===== src/rtl/a_mult_prep_if.sv =====
`default_nettype none
// ============================================================================
// Module   : a_mult_prep_if
// Function : Input pair and output multiples handshake bundle for a_mult_prep
// Revision : 1.0 - initial release
// ============================================================================
interface a_mult_prep_if;
    logic        in_valid;
    logic        in_ready;
    logic [12:0] in_a;
    logic [3:0]  in_s;
    logic        out_valid;
    logic        out_ready;
    logic [12:0] a;
    logic [12:0] ax2;
    logic [12:0] ax3;
    logic [12:0] ax4;
    logic [3:0]  s;
    logic [7:0]  idx;
    logic        last;
    logic        err;

    modport slave (
        input  in_valid, in_a, in_s, out_ready,
        output in_ready, out_valid, a, ax2, ax3, ax4, s, idx, last, err
    );

    modport master (
        output in_valid, in_a, in_s, out_ready,
        input  in_ready, out_valid, a, ax2, ax3, ax4, s, idx, last, err
    );
endinterface
`default_nettype wire


===== src/rtl/a_mult_prep.sv =====
`default_nettype none
// ============================================================================
// Module   : a_mult_prep
// Function : Precomputes a, 2a, 3a, 4a and a sign-magnitude secret per
//            coefficient, buffered in a 2-entry FIFO with frame indexing.
// Revision : 1.0 - initial release
// ============================================================================
module a_mult_prep #(
    parameter int N_COEFF = 256
) (
    input  wire logic     clk,
    input  wire logic     rst,
    a_mult_prep_if.slave  bus
);
    localparam logic [7:0] c_last_idx = 8'(N_COEFF - 1);

    logic [12:0] r_a   [2];
    logic [12:0] r_ax2 [2];
    logic [12:0] r_ax3 [2];
    logic [12:0] r_ax4 [2];
    logic [3:0]  r_s   [2];
    logic [7:0]  r_idx [2];
    logic        r_wr_ptr;
    logic        r_rd_ptr;
    logic [1:0]  r_count;
    logic [7:0]  r_wr_idx;
    logic        r_err;

    logic        w_in_ready;
    logic        w_out_valid;
    logic        w_push;
    logic        w_pop;
    logic [12:0] w_ax2;
    logic [12:0] w_ax3;
    logic [12:0] w_ax4;
    logic [3:0]  w_s_abs;
    logic        w_s_legal;
    logic [3:0]  w_s_sm;

    // Handshake decoded from registered occupancy only
    assign w_in_ready  = (r_count < 2'd2);
    assign w_out_valid = (r_count != 2'd0);
    assign w_push      = bus.in_valid && w_in_ready;
    assign w_pop       = w_out_valid && bus.out_ready;

    assign w_ax2 = {bus.in_a[11:0], 1'b0};
    assign w_ax4 = {bus.in_a[10:0], 2'b00};
    assign w_ax3 = bus.in_a + w_ax2;

    // Legal secrets are -4..+4; 4'hC is -4 in two's complement
    assign w_s_abs   = bus.in_s[3] ? (4'd0 - bus.in_s) : bus.in_s;
    assign w_s_legal = bus.in_s[3] ? (bus.in_s >= 4'hC) : (bus.in_s <= 4'h4);
    assign w_s_sm    = w_s_legal ? {bus.in_s[3], w_s_abs[2:0]} : 4'b0000;

    always_ff @(posedge clk or posedge rst) begin
        if (rst) begin
            for (int i = 0; i < 2; i++) begin
                r_a[i]   <= '0;
                r_ax2[i] <= '0;
                r_ax3[i] <= '0;
                r_ax4[i] <= '0;
                r_s[i]   <= '0;
                r_idx[i] <= '0;
            end
        end else if (w_push) begin
            r_a[r_wr_ptr]   <= bus.in_a;
            r_ax2[r_wr_ptr] <= w_ax2;
            r_ax3[r_wr_ptr] <= w_ax3;
            r_ax4[r_wr_ptr] <= w_ax4;
            r_s[r_wr_ptr]   <= w_s_sm;
            r_idx[r_wr_ptr] <= r_wr_idx;
        end
    end

    always_ff @(posedge clk or posedge rst) begin
        if (rst) begin
            r_wr_ptr <= 1'b0;
            r_rd_ptr <= 1'b0;
            r_count  <= 2'd0;
            r_wr_idx <= 8'd0;
            r_err    <= 1'b0;
        end else begin
            if (w_push) begin
                r_wr_ptr <= ~r_wr_ptr;
                r_wr_idx <= (r_wr_idx == c_last_idx) ? 8'd0 : r_wr_idx + 8'd1;
                if (!w_s_legal) begin
                    r_err <= 1'b1;
                end
            end
            if (w_pop) begin
                r_rd_ptr <= ~r_rd_ptr;
            end
            case ({w_push, w_pop})
                2'b10:   r_count <= r_count + 2'd1;
                2'b01:   r_count <= r_count - 2'd1;
                default: r_count <= r_count;
            endcase
        end
    end

    assign bus.in_ready  = w_in_ready;
    assign bus.out_valid = w_out_valid;
    assign bus.a         = r_a[r_rd_ptr];
    assign bus.ax2       = r_ax2[r_rd_ptr];
    assign bus.ax3       = r_ax3[r_rd_ptr];
    assign bus.ax4       = r_ax4[r_rd_ptr];
    assign bus.s         = r_s[r_rd_ptr];
    assign bus.idx       = r_idx[r_rd_ptr];
    assign bus.last      = (r_idx[r_rd_ptr] == c_last_idx);
    assign bus.err       = r_err;
endmodule
`default_nettype wire


===== src/flat_wrapper.sv =====
// flat-port wrapper written by rule: the top's interface ports become plain ports
module a_mult_prep_flat 
#(
    parameter int N_COEFF = 256
)
  (clk, rst, bus_in_valid, bus_in_a, bus_in_s, bus_out_ready, bus_in_ready, bus_out_valid, bus_a, bus_ax2, bus_ax3, bus_ax4, bus_s, bus_idx, bus_last, bus_err);
  a_mult_prep_if bus_i ();
  input  wire logic clk;
  input  wire logic rst;
  input wire logic [$bits(bus_i.in_valid)-1:0] bus_in_valid;
  input wire logic [$bits(bus_i.in_a)-1:0] bus_in_a;
  input wire logic [$bits(bus_i.in_s)-1:0] bus_in_s;
  input wire logic [$bits(bus_i.out_ready)-1:0] bus_out_ready;
  output wire logic [$bits(bus_i.in_ready)-1:0] bus_in_ready;
  output wire logic [$bits(bus_i.out_valid)-1:0] bus_out_valid;
  output wire logic [$bits(bus_i.a)-1:0] bus_a;
  output wire logic [$bits(bus_i.ax2)-1:0] bus_ax2;
  output wire logic [$bits(bus_i.ax3)-1:0] bus_ax3;
  output wire logic [$bits(bus_i.ax4)-1:0] bus_ax4;
  output wire logic [$bits(bus_i.s)-1:0] bus_s;
  output wire logic [$bits(bus_i.idx)-1:0] bus_idx;
  output wire logic [$bits(bus_i.last)-1:0] bus_last;
  output wire logic [$bits(bus_i.err)-1:0] bus_err;
  assign bus_i.in_valid = bus_in_valid;
  assign bus_i.in_a = bus_in_a;
  assign bus_i.in_s = bus_in_s;
  assign bus_i.out_ready = bus_out_ready;
  assign bus_in_ready = bus_i.in_ready;
  assign bus_out_valid = bus_i.out_valid;
  assign bus_a = bus_i.a;
  assign bus_ax2 = bus_i.ax2;
  assign bus_ax3 = bus_i.ax3;
  assign bus_ax4 = bus_i.ax4;
  assign bus_s = bus_i.s;
  assign bus_idx = bus_i.idx;
  assign bus_last = bus_i.last;
  assign bus_err = bus_i.err;
  a_mult_prep #(.N_COEFF(N_COEFF)) u_core (.clk(clk), .rst(rst), .bus(bus_i));
endmodule

===== config.mk =====
export PLATFORM = sky130hd
export DESIGN_NAME = a_mult_prep_flat
export DESIGN_NICKNAME = d
export VERILOG_FILES = /design/src/rtl/a_mult_prep_if.sv /design/src/rtl/a_mult_prep.sv /design/src/flat_wrapper.sv
export SDC_FILE = /design/constraint.sdc
export NUM_CORES = 1
export LEC_CHECK = 0
export ABC_CLOCK_PERIOD_IN_PS = 3620
export BUFFER_PORTS_ARGS = -buffer_cell sky130_fd_sc_hd__buf_2
export CAP_MARGIN = 20
export CORE_MARGIN = 8
export CORE_UTILIZATION = 51
export DETAILED_ROUTE_END_ITERATION = 10
export PLACE_DENSITY = 0.75
export SLEW_MARGIN = 20
export SYNTH_ARGS = -nofsm -noshare
export SYNTH_HDL_FRONTEND = slang
export SYNTH_SLANG_ARGS = --single-unit

===== constraint.sdc =====
create_clock -name clk -period 3.62 [get_ports clk]
set_clock_uncertainty 0.05 [all_clocks]
set_input_delay 0.543 -clock clk [delete_from_list [all_inputs] [get_ports clk]]
set_output_delay 0.543 -clock clk [all_outputs]
set_load 0.01 [all_outputs]

==> impl_results.md, run 1 <==
- Outcome: completed
- DR vias/cell: 5.24
- Number of enable flip-flop cells after synthesis: 0
- Residual DRC count: 0
- Leading cell type in the layout, fill and taps excluded: nand2_1
- Io pins: 89
- Tmin final: 2630 ps
- Worst r2r src: u_core.r_count[1]
- Most frequent cells in the layout: 115 x nand2_1, 87 x dfrtp_1, 85 x buf_2, 37 x mux2_2, 30 x o21ai_1
- CP Launch Type: flip-flop
- Global-route usage over all layers: 16.7%
- Row count: 34
- Post-DR wirelength/cell: 15.8 um
- Crit Path Max Fanout: 28
- Clk_lat worst skew: 340 ps
- Post-Syn Area per Cell: 10.5 um^2
- FF+latch count, synth: 87
- DR vias: 3159
- Max cap viols: 0
- Fraction of layout cells with a size suffix above 1: 31.3%
- Synth Cell Area: 0.00453 mm^2
- Power density cells: 873 mW/mm^2
- Die W: 110 um
- Final Setup Violations: 0
- Hold Crit Class: primary input to async pin
- Final max-slew violation count: 0
- Cts hold-fix bufs: 0
- Most common flop cell mapped by yosys: dfrtp_1
- Vias in the first global route: 3299
- Synth warn: 0
- Die span in y: 110 um
- Num CTS Buffers: 9
- Worst slack, placed: 1100 ps
- Fillers: 740
- CTS sink cnt: 87
- HPWL after DPL: 6850 um
- Max_slew headroom: 31.7%
- Post-CTS Setup Inserts: 0
- Initial Util: 52.1%
- Final hold vios: 0
- Peak Freq: 380 MHz
- Setup TNS Final: 0 ps
- Pre-antenna DRT Iters: 5
- Slew @ Worst Pin: 1020 ps
- Met3 WL: 391 um
- PostCTS Resize Cnt: 0
- Crit. End Element: output pin
- Met1 wire length: 4380 um
- Post-synthesis sequential area ratio: 48.1%
- Netlist cell types: 41
- CTS max path bufs: 2
- Ys async rst share: 100%
- Antenna violations before repair: 0
- Die area: 0.0121 mm^2
- Crit Path Category: flip-flop to output pin
- Period utilisation layout: 72.8%
- Worst Path Required: 3030 ps
- Launch point of the worst path: u_core.r_rd_ptr
- RSZ-0062 raised after global routing: no
- First-pass GRT wire length: 16100 um
- Worst hold margin: 68.9 ps
- Largest net degree at the start of global routing: 53
- First DRT Iteration DRCs: 99
- Wirelength, routed: 9510 um
- P_leak: 2.53 nW
- Clk root buf: clkbuf_8
- Peak VDD IR: 408 uV
- Fin nets: 526
- Register area: 0.00218 mm^2
- Detail Route Antenna Nets: 0
- Uppermost layer routed: met4
- TritonCTS clock tree: yes
- Port Buffers: 85
- Wire length on met2: 4660 um
- Cells after Synth: 433
- Antenna cell count: 0
- Final weighted congestion in routability-driven placement: 0.853
- Area of the multi-input gates: 0.00201 mm^2
- Setup WS post-layout: 986 ps
- Arrival time at the worst endpoint: 2040 ps
- Grt total ovfl: 0
- P&R area growth vs syn: 10.7%
- H-tree depth: 3
- Core region area: 0.00868 mm^2
- Clk slew on worst S/H paths: 90 ps
[registers in the layout (all words and copies together), names as in the netlist, 2 cells and up]
register,count
u_core.r_s,8
u_core.r_a,4
u_core.r_wr_idx,8
u_core.r_ax2,2
u_core.r_idx,16
u_core.r_count,2
u_core.r_ax3,24
u_core.r_ax4,20
[kinds of logic after synthesis]
family,after synthesis,synth area share (%)
XOR/XNOR,21,4.06
buffers and inverters,51,7.80
adder cells (fa/ha/maj),15,4.31
flip-flops,87,48.1
multiplexers,60,14.9
AND/OR/NAND/NOR,142,12.9
AO/OA/AOI/OAI,56,7.82
other,1,0.0829
[critical path, stage by stage (launching register included)]
cell and delay, ps:
dfrtp_1 640, buf_4 470, mux2_2 430, buf_2 150
[cells in the mapped netlist, types with 2 or more instances]
cell        n  area share [%]
clkbuf_1    2            0.17
xnor2_1    11             2.1
ha_1       14             3.9
mux2_2     37             9.2
nand2b_1    3            0.41
mux2_1     23             5.7
dfrtp_1    87              48
nor2_1      8            0.66
o211ai_1    2            0.33
nand4_1     6            0.83
inv_1       4            0.33
a21o_1      6             1.0
buf_4      28             4.6
o21ai_0     4            0.44
nand2_1   116             9.6
buf_2      13             1.4
buf_12      2            0.88
xor2_1     10             1.9
a21oi_1     6            0.66
o21ai_1    30             3.3
[where the power goes]
group	leakage, nW	switching, W	internal [W]
clock network	0.105	0.000340	0.000356
registers	1.08	0.000278	0.00140
logic	1.34	0.00108	0.000918
total	2.53	0.00170	0.00267
[path summary, 6_finish.rpt]
path / endpoint / slack, ps / depth (start not counted)
max in group asynchronous: u_core.r_ax3[10] / 2680 / 3
worst min register to register: u_core.bus.err / 420 / 1
min in group clk: u_core.r_ax4[15] / 380 / 3
worst max register to register: u_core.r_ax4[9] / 1340 / 4
worst max-delay path: bus_ax2[7] / 990 / 3
worst min-delay path: u_core.r_ax2[24] / 70 / 2
[through the flow]
stage / power, W / util [%] / instances / area, um^2
after global routing: 0.00473 / 57.7 / 603 / 5010
final: 0.00437 / 57.7 / 603 / 5010
after CTS: 0.00444 / 57.7 / 603 / 5010
after global placement: 0.00366 / 55.3 / 587 / 4800
after floorplan: 0.00327 / - / 435 / 4530
after detailed placement: 0.00373 / 55.3 / 587 / 4800
[layout make-up]
class                      instances  share of cell area (%)
clock inverter                     5                    1.12
clock buffer                      11                    3.02
multi-input combinational        297                    40.1
timing repair buffer              90                    9.24
sequential                        87                    43.4
inverter                           5                   0.400
tap                              108                    2.70
[layer usage]
metal | GRT usage (%) | vias to the layer above
li1 | - | 1539
met1 | 21.8 | 1542
met2 | 27.7 | 69
met3 | 2.97 | 9
met4 | 4.85 | 0
met5 | 0 | -
(Power assumes the default switching activity.)
==> inputs of run 2 (changes only) <==
ABC_CLOCK_PERIOD_IN_PS = 2450   (was 3620)
clock period = 2.45 ns   (was 3.62 ns; I/O delays follow)
==> run 2 against run 1 <==
Compared with the run above:
- largest cell class unchanged
- worst hold slack better by 25 ps
- register-to-register slack lost 540 ps
- clock power rose by 31%
- critical endpoint is now bus_last
- flip-flop and latch count stayed put
- power rose by 47%
- first-iteration DRC count up 21%
- final area increased by 0.42%
- sequential share of layout area decreased by 0.18 points
- wire length shrank 0.69%
- largest power group unchanged
==> impl_results.md, run 2 (same netlist as run 1, synthesis figures left out) <==
- Grt total ovfl: 0 (unchanged)
- Leading cell type in the layout, fill and taps excluded: nand2_1
- First DRT Iteration DRCs: 120 (+21%)
- Tot Pwr: 0.00641 W (+47%)
- Max cap viols: 0 (unchanged)
- Power density cells: 1270 mW/mm^2 (+46%)
- Cts hold-fix bufs: 0 (unchanged)
- Max_slew headroom: 57.9% (+26 points)
- M3 GR Usage: 3.90% (+0.93 points)
- Clk_lat worst skew: 350 ps (about the same)
- Final Setup Violations: 0 (unchanged)
- Post-CTS Setup Inserts: 0 (unchanged)
- First-pass GRT wire length: 15400 um (-4.6%)
- Crit. End Element: output pin
- Period utilisation layout: 90.1%
- Initial Util: 52.1% (unchanged)
- Seq pwr share: 37.9% (-0.4 points)
- Crit Path Max Fanout: 28 (unchanged)
- Port Buffers: 85 (unchanged)
- Hold Crit Class: primary input to async pin
- Largest net degree at the start of global routing: 51 (-3.8%)
- Die W: 110 um (unchanged)
- CP Launch Type: flip-flop
- Combinational power share: 47.9% (+2.1 points)
- Fraction of layout cells with a size suffix above 1: 31.6% (+0.29 points)
- GR Util met2: 26.1% (-1.6 points)
- Peak VDD IR: 585 uV (+43%)
- Wirelength, routed: 9440 um (-0.69%)
- Area of the multi-input gates: 0.00201 mm^2 (unchanged)
- Tmin final: 2210 ps
- Most frequent cells in the layout: 115 x nand2_1, 87 x dfrtp_1, 85 x buf_2, 37 x mux2_2, 30 x o21ai_1
- Pre-antenna DRT Iters: 5 (unchanged)
- Antenna violations before repair: 0 (unchanged)
- Crit Path Category: flip-flop to output pin
- Outcome: completed
- GRT met1 Usage: 20.9% (-0.84 points)
- Num CTS Buffers: 9 (unchanged)
- PostCTS Resize Cnt: 0 (unchanged)
- Slew @ Worst Pin: 632 ps (-392 ps)
- Residual DRC count: 0 (unchanged)
- Io pins: 89 (unchanged)
- Setup TNS Final: 0 ps (unchanged)
- HPWL after DPL: 6870 um (+0.37%)
- Detail Route Antenna Nets: 0 (unchanged)
- TritonCTS clock tree: yes
- RSZ-0062 raised after global routing: no
- Register area: 0.00218 mm^2 (unchanged)
- Sw frac: 39.3% (+0.39 points)
- Final weighted congestion in routability-driven placement: 0.864 (+1.2%)
- P_leak: 2.54 nW (+0.41%)
- Largest registers: u_core.r_ax3: 24 flops, u_core.r_ax4: 20 flops, u_core.r_idx: 16 flops
- Peak Freq: 453 MHz
- Fin nets: 531 (+0.95%)
- Worst hold margin: 94.0 ps (+25.1 ps)
- Psw: 0.00252 W (+48%)
- Post-DR wirelength/cell: 15.5 um (-1.5%)
- P&R area growth vs syn: 11.2%
- Clock power share: 14.2% (-1.7 points)
- Fillers: 774 (+4.6%)
- Largest register by flop count: u_core.r_ax3
- Final max-slew violation count: 0 (unchanged)
- Die area: 0.0121 mm^2 (unchanged)
- Core region area: 0.00868 mm^2 (unchanged)
- Non-Filler Instances: 608 (+0.83%)
- GR peak layer: met2
- Antenna cell count: 0 (unchanged)
- DR vias: 3176 (+0.54%)
- Die span in y: 110 um (unchanged)
- Internal: 0.00389 W (+46%)
- Vias in the first global route: 3289 (-0.30%)
- Global-route usage over all layers: 16.2% (-0.51 points)
- CTS max path bufs: 2 (unchanged)
- H-tree depth: 3 (unchanged)
- Max FFs per register: 24 (unchanged)
- Clk slew on worst S/H paths: 80 ps (about the same)
- Row count: 34 (unchanged)
- Final hold vios: 0 (unchanged)
- CTS sink cnt: 87 (unchanged)
- Clk root buf: clkbuf_8
- Arrival time at the worst endpoint: 1790 ps (-250 ps)
- DR vias/cell: 5.22 (-0.29%)
- Inst Count DP: 592 (+0.85%)
- Worst Path Required: 2030 ps (-1000 ps)
[run 2: path summary, 6_finish.rpt]
check	start	to	slack (ps)	cells past startpoint
worst max-delay path	u_core.r_rd_ptr	bus_last	240	5
worst min-delay path	rst	u_core.r_ax3[14]	90	3
worst max register to register	u_core.r_count[1]	u_core.r_wr_idx[7]	800	7
worst min register to register	u_core.bus.err	u_core.bus.err	410	1
max in group asynchronous	rst	u_core.r_ax3[25]	1760	3
min in group clk	bus_in_a[12]	u_core.r_a[25]	200	3
[run 2: stage by stage]
step,setup WS (ps),cell area (um^2),utilization (%)
after CTS,199,5030,58.0
after global placement,174,4860,56.0
after floorplan,450,4540,-
final,244,5030,58.0
after detailed placement,144,4860,56.0
after global routing,115,5030,58.0
[run 2: cell type report]
class	instances	area share, %
flip-flops and latches	87	43.3
clock inverters	3	0.348
multi-input cells	297	39.9
well taps	108	2.69
clock buffers	13	3.16
repair buffers	95	10.2
inverters	5	0.448
[run 2: per-layer routing]
layer / wire, um / up-vias / part of all wire (%)
li1: - / 1550 / -
met1: 4340 / 1539 / 46
met2: 4580 / 78 / 48
met3: 425 / 9 / 4.5
met4: 103 / 0 / 1.1
met5: 0 / - / 0
[run 2: critical path: stages (launching register included)]
cell and delay [ps]:
dfrtp_1 350, buf_4 370, mux2_2 410, nand4_1 110, nor2_1 50, buf_2 130
[run 2: power by group through the flow]
stage               sequential, W  clock, W  combinational (W)
floorplan                 0.00234         0            0.00249
finish                    0.00243  0.000910            0.00307
CTS                       0.00243  0.000929            0.00313
detailed placement        0.00246         0            0.00312
global route              0.00252  0.000991            0.00338
global placement          0.00241         0            0.00305
